==> config.mk <==
export PLATFORM = sky130hd
export DESIGN_NAME = hazard_control_unit
export DESIGN_NICKNAME = d
export VERILOG_FILES = /design/src/rtl/hazard_control_unit.sv
export SDC_FILE = /design/constraint.sdc
export NUM_CORES = 1
export LEC_CHECK = 0
export ABC_CLOCK_PERIOD_IN_PS = 2800
export BUFFER_PORTS_ARGS = -buffer_cell sky130_fd_sc_hd__buf_2
export CAP_MARGIN = 20
export CORE_ASPECT_RATIO = 1.75
export CORE_MARGIN = 1
export CORE_UTILIZATION = 41
export CTS_CLUSTER_SIZE = 40
export DETAILED_ROUTE_END_ITERATION = 16
export PLACE_DENSITY = 0.87
export REMOVE_ABC_BUFFERS = 1
export SLEW_MARGIN = 20
export SYNTH_ARGS = -nofsm -noshare
export SYNTH_HDL_FRONTEND = slang
export SYNTH_SLANG_ARGS = --single-unit
export TNS_END_PERCENT = 20
==> constraint.sdc <==
create_clock -name clk -period 2.8 [get_ports clk]
set_input_delay 0.56 -clock clk [delete_from_list [all_inputs] [get_ports clk]]
set_output_delay 0.56 -clock clk [all_outputs]
set_load 0.005 [all_outputs]
==> src/rtl/hazard_control_unit.sv <==
// Stall/flush controller for the RV32I 5-stage pipeline: load-use bubbles, dmem wait freeze, branch redirect.
// Optional macro HAZARD_PERF_CNT_EN enables the lu_stall_cnt / flush_cnt / wait_cnt performance counters.
module hazard_control_unit #(
  parameter int unsigned WAIT_TIMEOUT = 255,
  parameter int unsigned CNT_W        = 32
) (
  input  logic             clk,
  input  logic             rst_n,
  input  logic [31:0]      inst_data_ID,
  input  logic [31:0]      inst_data_EX,
  input  logic             memread_EX,
  input  logic             branch_taken_EX,
  input  logic             dmem_busy,
  output logic             stall_PC,
  output logic             stall_IF_ID,
  output logic             stall_ID_EX,
  output logic             stall_EX_MEM,
  output logic             flush_IF_ID,
  output logic             flush_ID_EX,
  output logic             pc_redirect,
  output logic             timeout_err,
  output logic [CNT_W-1:0] lu_stall_cnt,
  output logic [CNT_W-1:0] flush_cnt,
  output logic [CNT_W-1:0] wait_cnt
);

  typedef enum logic [0:0] {
    ST_RUN  = 1'b0,
    ST_WAIT = 1'b1
  } state_t;

  localparam logic [15:0] TIMEOUT_L = 16'(WAIT_TIMEOUT);

  localparam logic [6:0] OP_LUI    = 7'b0110111;
  localparam logic [6:0] OP_AUIPC  = 7'b0010111;
  localparam logic [6:0] OP_JAL    = 7'b1101111;
  localparam logic [6:0] OP_RTYPE  = 7'b0110011;
  localparam logic [6:0] OP_STORE  = 7'b0100011;
  localparam logic [6:0] OP_BRANCH = 7'b1100011;

  function automatic logic uses_rs1(input logic [6:0] opcode);
    return !((opcode == OP_LUI) || (opcode == OP_AUIPC) || (opcode == OP_JAL));
  endfunction

  function automatic logic uses_rs2(input logic [6:0] opcode);
    return (opcode == OP_RTYPE) || (opcode == OP_STORE) || (opcode == OP_BRANCH);
  endfunction

  state_t      state_r, state_nxt_s;
  logic        pend_flush_r, pend_flush_nxt_s;
  logic [15:0] wait_ctr_r;
  logic        timeout_r;
  logic        timeout_hit_s;

  logic [4:0]  rd_ex_s, rs1_id_s, rs2_id_s;
  logic [6:0]  opcode_id_s;
  logic        load_use_s;

  logic        stall_all_s;
  logic        lu_bubble_s;
  logic        redirect_s;

  assign rd_ex_s     = inst_data_EX[11:7];
  assign rs1_id_s    = inst_data_ID[19:15];
  assign rs2_id_s    = inst_data_ID[24:20];
  assign opcode_id_s = inst_data_ID[6:0];

  assign load_use_s = memread_EX && (rd_ex_s != 5'd0) &&
                      ((uses_rs1(opcode_id_s) && (rd_ex_s == rs1_id_s)) ||
                       (uses_rs2(opcode_id_s) && (rd_ex_s == rs2_id_s)));

  // State and pending-flush register
  always_ff @(posedge clk or negedge rst_n) begin
    if (!rst_n) begin
      state_r      <= ST_RUN;
      pend_flush_r <= 1'b0;
    end else begin
      state_r      <= state_nxt_s;
      pend_flush_r <= pend_flush_nxt_s;
    end
  end

  // Next-state and hazard action selection
  always_comb begin
    state_nxt_s      = state_r;
    pend_flush_nxt_s = pend_flush_r;
    stall_all_s      = 1'b0;
    lu_bubble_s      = 1'b0;
    redirect_s       = 1'b0;
    case (state_r)
      ST_RUN: begin
        if (dmem_busy) begin
          stall_all_s      = 1'b1;
          pend_flush_nxt_s = branch_taken_EX;
          state_nxt_s      = ST_WAIT;
        end else if (branch_taken_EX) begin
          redirect_s = 1'b1;
        end else if (load_use_s) begin
          lu_bubble_s = 1'b1;
        end else begin
          state_nxt_s = ST_RUN;
        end
      end
      ST_WAIT: begin
        if (dmem_busy) begin
          stall_all_s      = 1'b1;
          pend_flush_nxt_s = pend_flush_r | branch_taken_EX;
        end else begin
          if (pend_flush_r || branch_taken_EX) begin
            redirect_s = 1'b1;
          end else if (load_use_s) begin
            lu_bubble_s = 1'b1;
          end else begin
            redirect_s = 1'b0;
          end
          pend_flush_nxt_s = 1'b0;
          state_nxt_s      = ST_RUN;
        end
      end
      default: begin
        state_nxt_s      = ST_RUN;
        pend_flush_nxt_s = 1'b0;
      end
    endcase
  end

  // Consecutive-busy counter (saturating) and sticky timeout flag
  always_ff @(posedge clk or negedge rst_n) begin
    if (!rst_n) begin
      wait_ctr_r <= 16'd0;
      timeout_r  <= 1'b0;
    end else begin
      if (dmem_busy) begin
        wait_ctr_r <= (wait_ctr_r == TIMEOUT_L) ? wait_ctr_r : wait_ctr_r + 16'd1;
      end else begin
        wait_ctr_r <= 16'd0;
      end
      timeout_r <= timeout_r | timeout_hit_s;
    end
  end

  // The flag is visible during the busy cycle that reaches the limit.
  assign timeout_hit_s = dmem_busy && (wait_ctr_r >= (TIMEOUT_L - 16'd1));

  // Outputs drop the moment reset asserts, even while still frozen.
  assign stall_PC     = rst_n & (stall_all_s | lu_bubble_s);
  assign stall_IF_ID  = rst_n & (stall_all_s | lu_bubble_s);
  assign stall_ID_EX  = rst_n & stall_all_s;
  assign stall_EX_MEM = rst_n & stall_all_s;
  assign flush_IF_ID  = rst_n & redirect_s;
  assign flush_ID_EX  = rst_n & (redirect_s | lu_bubble_s);
  assign pc_redirect  = rst_n & redirect_s;
  assign timeout_err  = rst_n & (timeout_r | timeout_hit_s);

`ifdef HAZARD_PERF_CNT_EN
  function automatic logic [CNT_W-1:0] sat_inc(input logic [CNT_W-1:0] v);
    return (&v) ? v : v + {{(CNT_W-1){1'b0}}, 1'b1};
  endfunction

  logic [CNT_W-1:0] lu_cnt_r, flush_cnt_r, wait_cnt_r;

  // Saturating performance counters
  always_ff @(posedge clk or negedge rst_n) begin
    if (!rst_n) begin
      lu_cnt_r    <= '0;
      flush_cnt_r <= '0;
      wait_cnt_r  <= '0;
    end else begin
      if (lu_bubble_s) begin
        lu_cnt_r <= sat_inc(lu_cnt_r);
      end
      if (redirect_s) begin
        flush_cnt_r <= sat_inc(flush_cnt_r);
      end
      if (dmem_busy) begin
        wait_cnt_r <= sat_inc(wait_cnt_r);
      end
    end
  end

  assign lu_stall_cnt = lu_cnt_r;
  assign flush_cnt    = flush_cnt_r;
  assign wait_cnt     = wait_cnt_r;
`else
  assign lu_stall_cnt = '0;
  assign flush_cnt    = '0;
  assign wait_cnt     = '0;
`endif

  logic unused_s;
  assign unused_s = ^{inst_data_ID[31:25], inst_data_ID[14:7], inst_data_EX[31:12], inst_data_EX[6:0]};

endmodule

==> results.yml <==
timing:
  slew_viol_final: 0
  fin_crit_sh: 0.855
  fmax_ghz: 0.417
  setup_viol_count_final: 0
  rsz0062_at_grt: "no"
  setup_tns_ps: 0
  fin_skew_ps: 2.12
  min_period_ps: 2400
  hold_viol_final: 0
hold_path:
  min_path_type: "in -> async"
route:
  drc: 0
  wl_per_cell_um: 10.3
  viasPerCell: 4.53
  dr.pass1.iters: 4
  drtIter0Drc: 23
  routed_wl_um: 3290
  vias: 1439
  ant_nets: 0
setup_path:
  start_kind: "input pin"
  path_class: "in -> out"
  r2r_cells: 5
  rr_startpoint: "wait_ctr_r[0]"
  r2r_setup_slack_ps: 920
  cp_common_cell: "buf_2"
  arrival_ps: 1840
  crit_slowest_cell: "or4_1"
  required_ps: 2240
  worstPathCellList: "buf_2 > or4_1 > o2111a_1 > nand4_1 > nand3b_1 > buf_2"
  crit_fanout: 3
  slowest_delay_ps: 540
  reg2reg_to: "wait_ctr_r[14]"
  end_kind: "primary output"
pwr:
  peakVddDrop_uv: 206
  power.density_mw_per_mm2: 319
  cellLeakagePower_nw: 0.983
place:
  port_buffers: 34
  post-dp-hpwl_um: 2750
  gp_congestion: 0.855
  dp.cells: 314
synthesis:
  synth_seq_area_share: 0.246
  synth.most_common_cell: "buf_4"
  yosysTopAreaCellShare: 0.385
  synth_area_leader_cell: "buf_4"
  synth-async-reset-ratio: 1.00
  ys_types: 42
  synth.avg_cell_area_um2: 8.28
  ys_ff_latch: 19
  yosys_warnings: 0
  ys_top_cells_by_area: "buf_4, dfrtp_1, xor2_1, nand2_1, a21oi_1"
  synth_edf_count: 0
  netlist_area_mm2: 0.00193
  post_synth_most_frequent_cells: "buf_4, dfrtp_1, nand2_1"
  ys.flop_type: "dfrtp_1"
  netlist_instances: 233
floorplanning:
  start_util: 0.434
  num_rows: 32
  design.die.area_mm2: 0.00499
  placeableCoreArea_mm2: 0.00444
  io_pins: 173
  die_w_um: 53.9
  die_h_um: 92.7
clock_network:
  insertion_delay_ps: 260
  cts_resized: 0
  cts_tree: "yes"
  htreeDepth: 1
  clkTransAtPathRegs_ps: 70
  clkSinkCount: 19
  root_buffer: "clkbuf_8"
  cts_setup_buffers: 0
  clk_path_buf_depth: 2
  numCtsBuffers: 3
  cts_hold_buffers: 0
grt:
  grtUsageTotal: 0.132
  antenna_found_initial: 0
  grt_first_pass_wirelength_um: 4680
  grt-ovfl-total: 0
  grt_max_degree: 22
  first_global_vias: 1136
final_layout:
  drive_gt1_frac: 0.154
  nFillCells: 438
  diodes: 0
  syn_to_final_growth_pct: -5.06
  layout.cells.non_filler: 318
  final_nets: 339
flow_run:
  drv_cap: 0
status:
  status: "finished, final reports clean"
## stage by stage
| step | instance area, um2 | utilization | power, mW | hold WS, ps | setup slack [ps] |
|---|---|---|---|---|---|
| final | 1830 | 0.412 | 0.584 | 296 | 405 |
| after global routing | 1830 | 0.412 | 0.620 | 328 | 313 |
| after global placement | 1790 | 0.402 | 0.396 | 429 | 423 |
| after detailed placement | 1790 | 0.402 | 0.399 | 450 | 405 |
| after CTS | 1830 | 0.412 | 0.590 | 317 | 391 |
| after floorplan | 1530 | - | 0.352 | 264 | 720 |
## worst max-delay path by stage
stage	start	end	slack, ps	cells past startpoint
after floorplan	inst_data_EX[8]	stall_IF_ID	720	4
after global placement	inst_data_EX[8]	stall_IF_ID	420	6
after detailed placement	inst_data_EX[8]	stall_IF_ID	410	6
after CTS	wait_ctr_r[9]	timeout_err	390	6
after global routing	wait_ctr_r[9]	timeout_err	310	6
final	inst_data_EX[8]	stall_IF_ID	400	6
## critical path: cells and delay by family
| family | cells | cell delay (ps) |
|---|---|---|
| AO/OA/AOI/OAI | 1 | 270 |
| buffers and inverters | 2 | 270 |
| AND/OR/NAND/NOR | 3 | 740 |
## routing by layer
layer,vias to the layer above,wire length [um],global-route usage
li1,663,-,-
met1,645,1010,0.102
met2,124,1820,0.265
met3,7,375,0.0213
met4,0,75,0.0811
met5,-,0,0
## cells in the final DEF, fill, tap and decap left out, types with 2 or more instances in the layout
cell      count
a21oi_1       7
o21ai_0       6
and4_1        2
nor3_1        5
nand2_1      12
or4_1         2
nand3_1       6
inv_1         4
or3_1         4
nor4_1        4
conb_1       96
a21o_1        3
xor2_1       11
nand4_1       4
a31oi_1       2
buf_2        34
and2_1        4
nor2_1        9
and3_1        3
ha_1          2
clkbuf_8      3
nor2b_1       2
dfrtp_1      19
buf_4         3
xnor2_1       3
## power breakdown
part	switching, mW	leakage, nW	internal [mW]
Sequential	0.00671	0.255	0.281
Clock	0.0877	0.0228	0.101
Combinational	0.0711	0.706	0.0366
Total	0.165	0.983	0.419
## cell type report
class                   instances  area, um2  share of cell area
repair buffers                 37        193               0.105
inverters                       4       15.0             0.00820
clock buffers                   4       45.0              0.0246
multi-input cells             203       1040               0.568
well taps                      51       63.8              0.0348
flip-flops and latches         19        475               0.260
## state kept, by name, indices dropped and copies added, names as in the netlist
| name | flops |
|---|---|
| pend_flush_r | 1 |
| state_r | 1 |
| timeout_r | 1 |
| wait_ctr_r | 16 |
## logic make-up (layout without fill, tap and decap cells)
| kind of cell | count (synthesis) | count (layout) | synth area share |
|---|---|---|---|
| AOI/OAI and AO/OA | 28 | 28 | 0.0960 |
| xor gates and xnor gates | 14 | 14 | 0.0636 |
| adders and majority gates | 2 | 2 | 0.0130 |
| buffers and inverters | 106 | 45 | 0.399 |
| DFF | 19 | 19 | 0.246 |
| muxes | 1 | 1 | 0.00519 |
| other | 1 | 96 | 0.00194 |
| and+or+nand+nor | 62 | 62 | 0.174 |
Power figures use the tool's default switching activity.
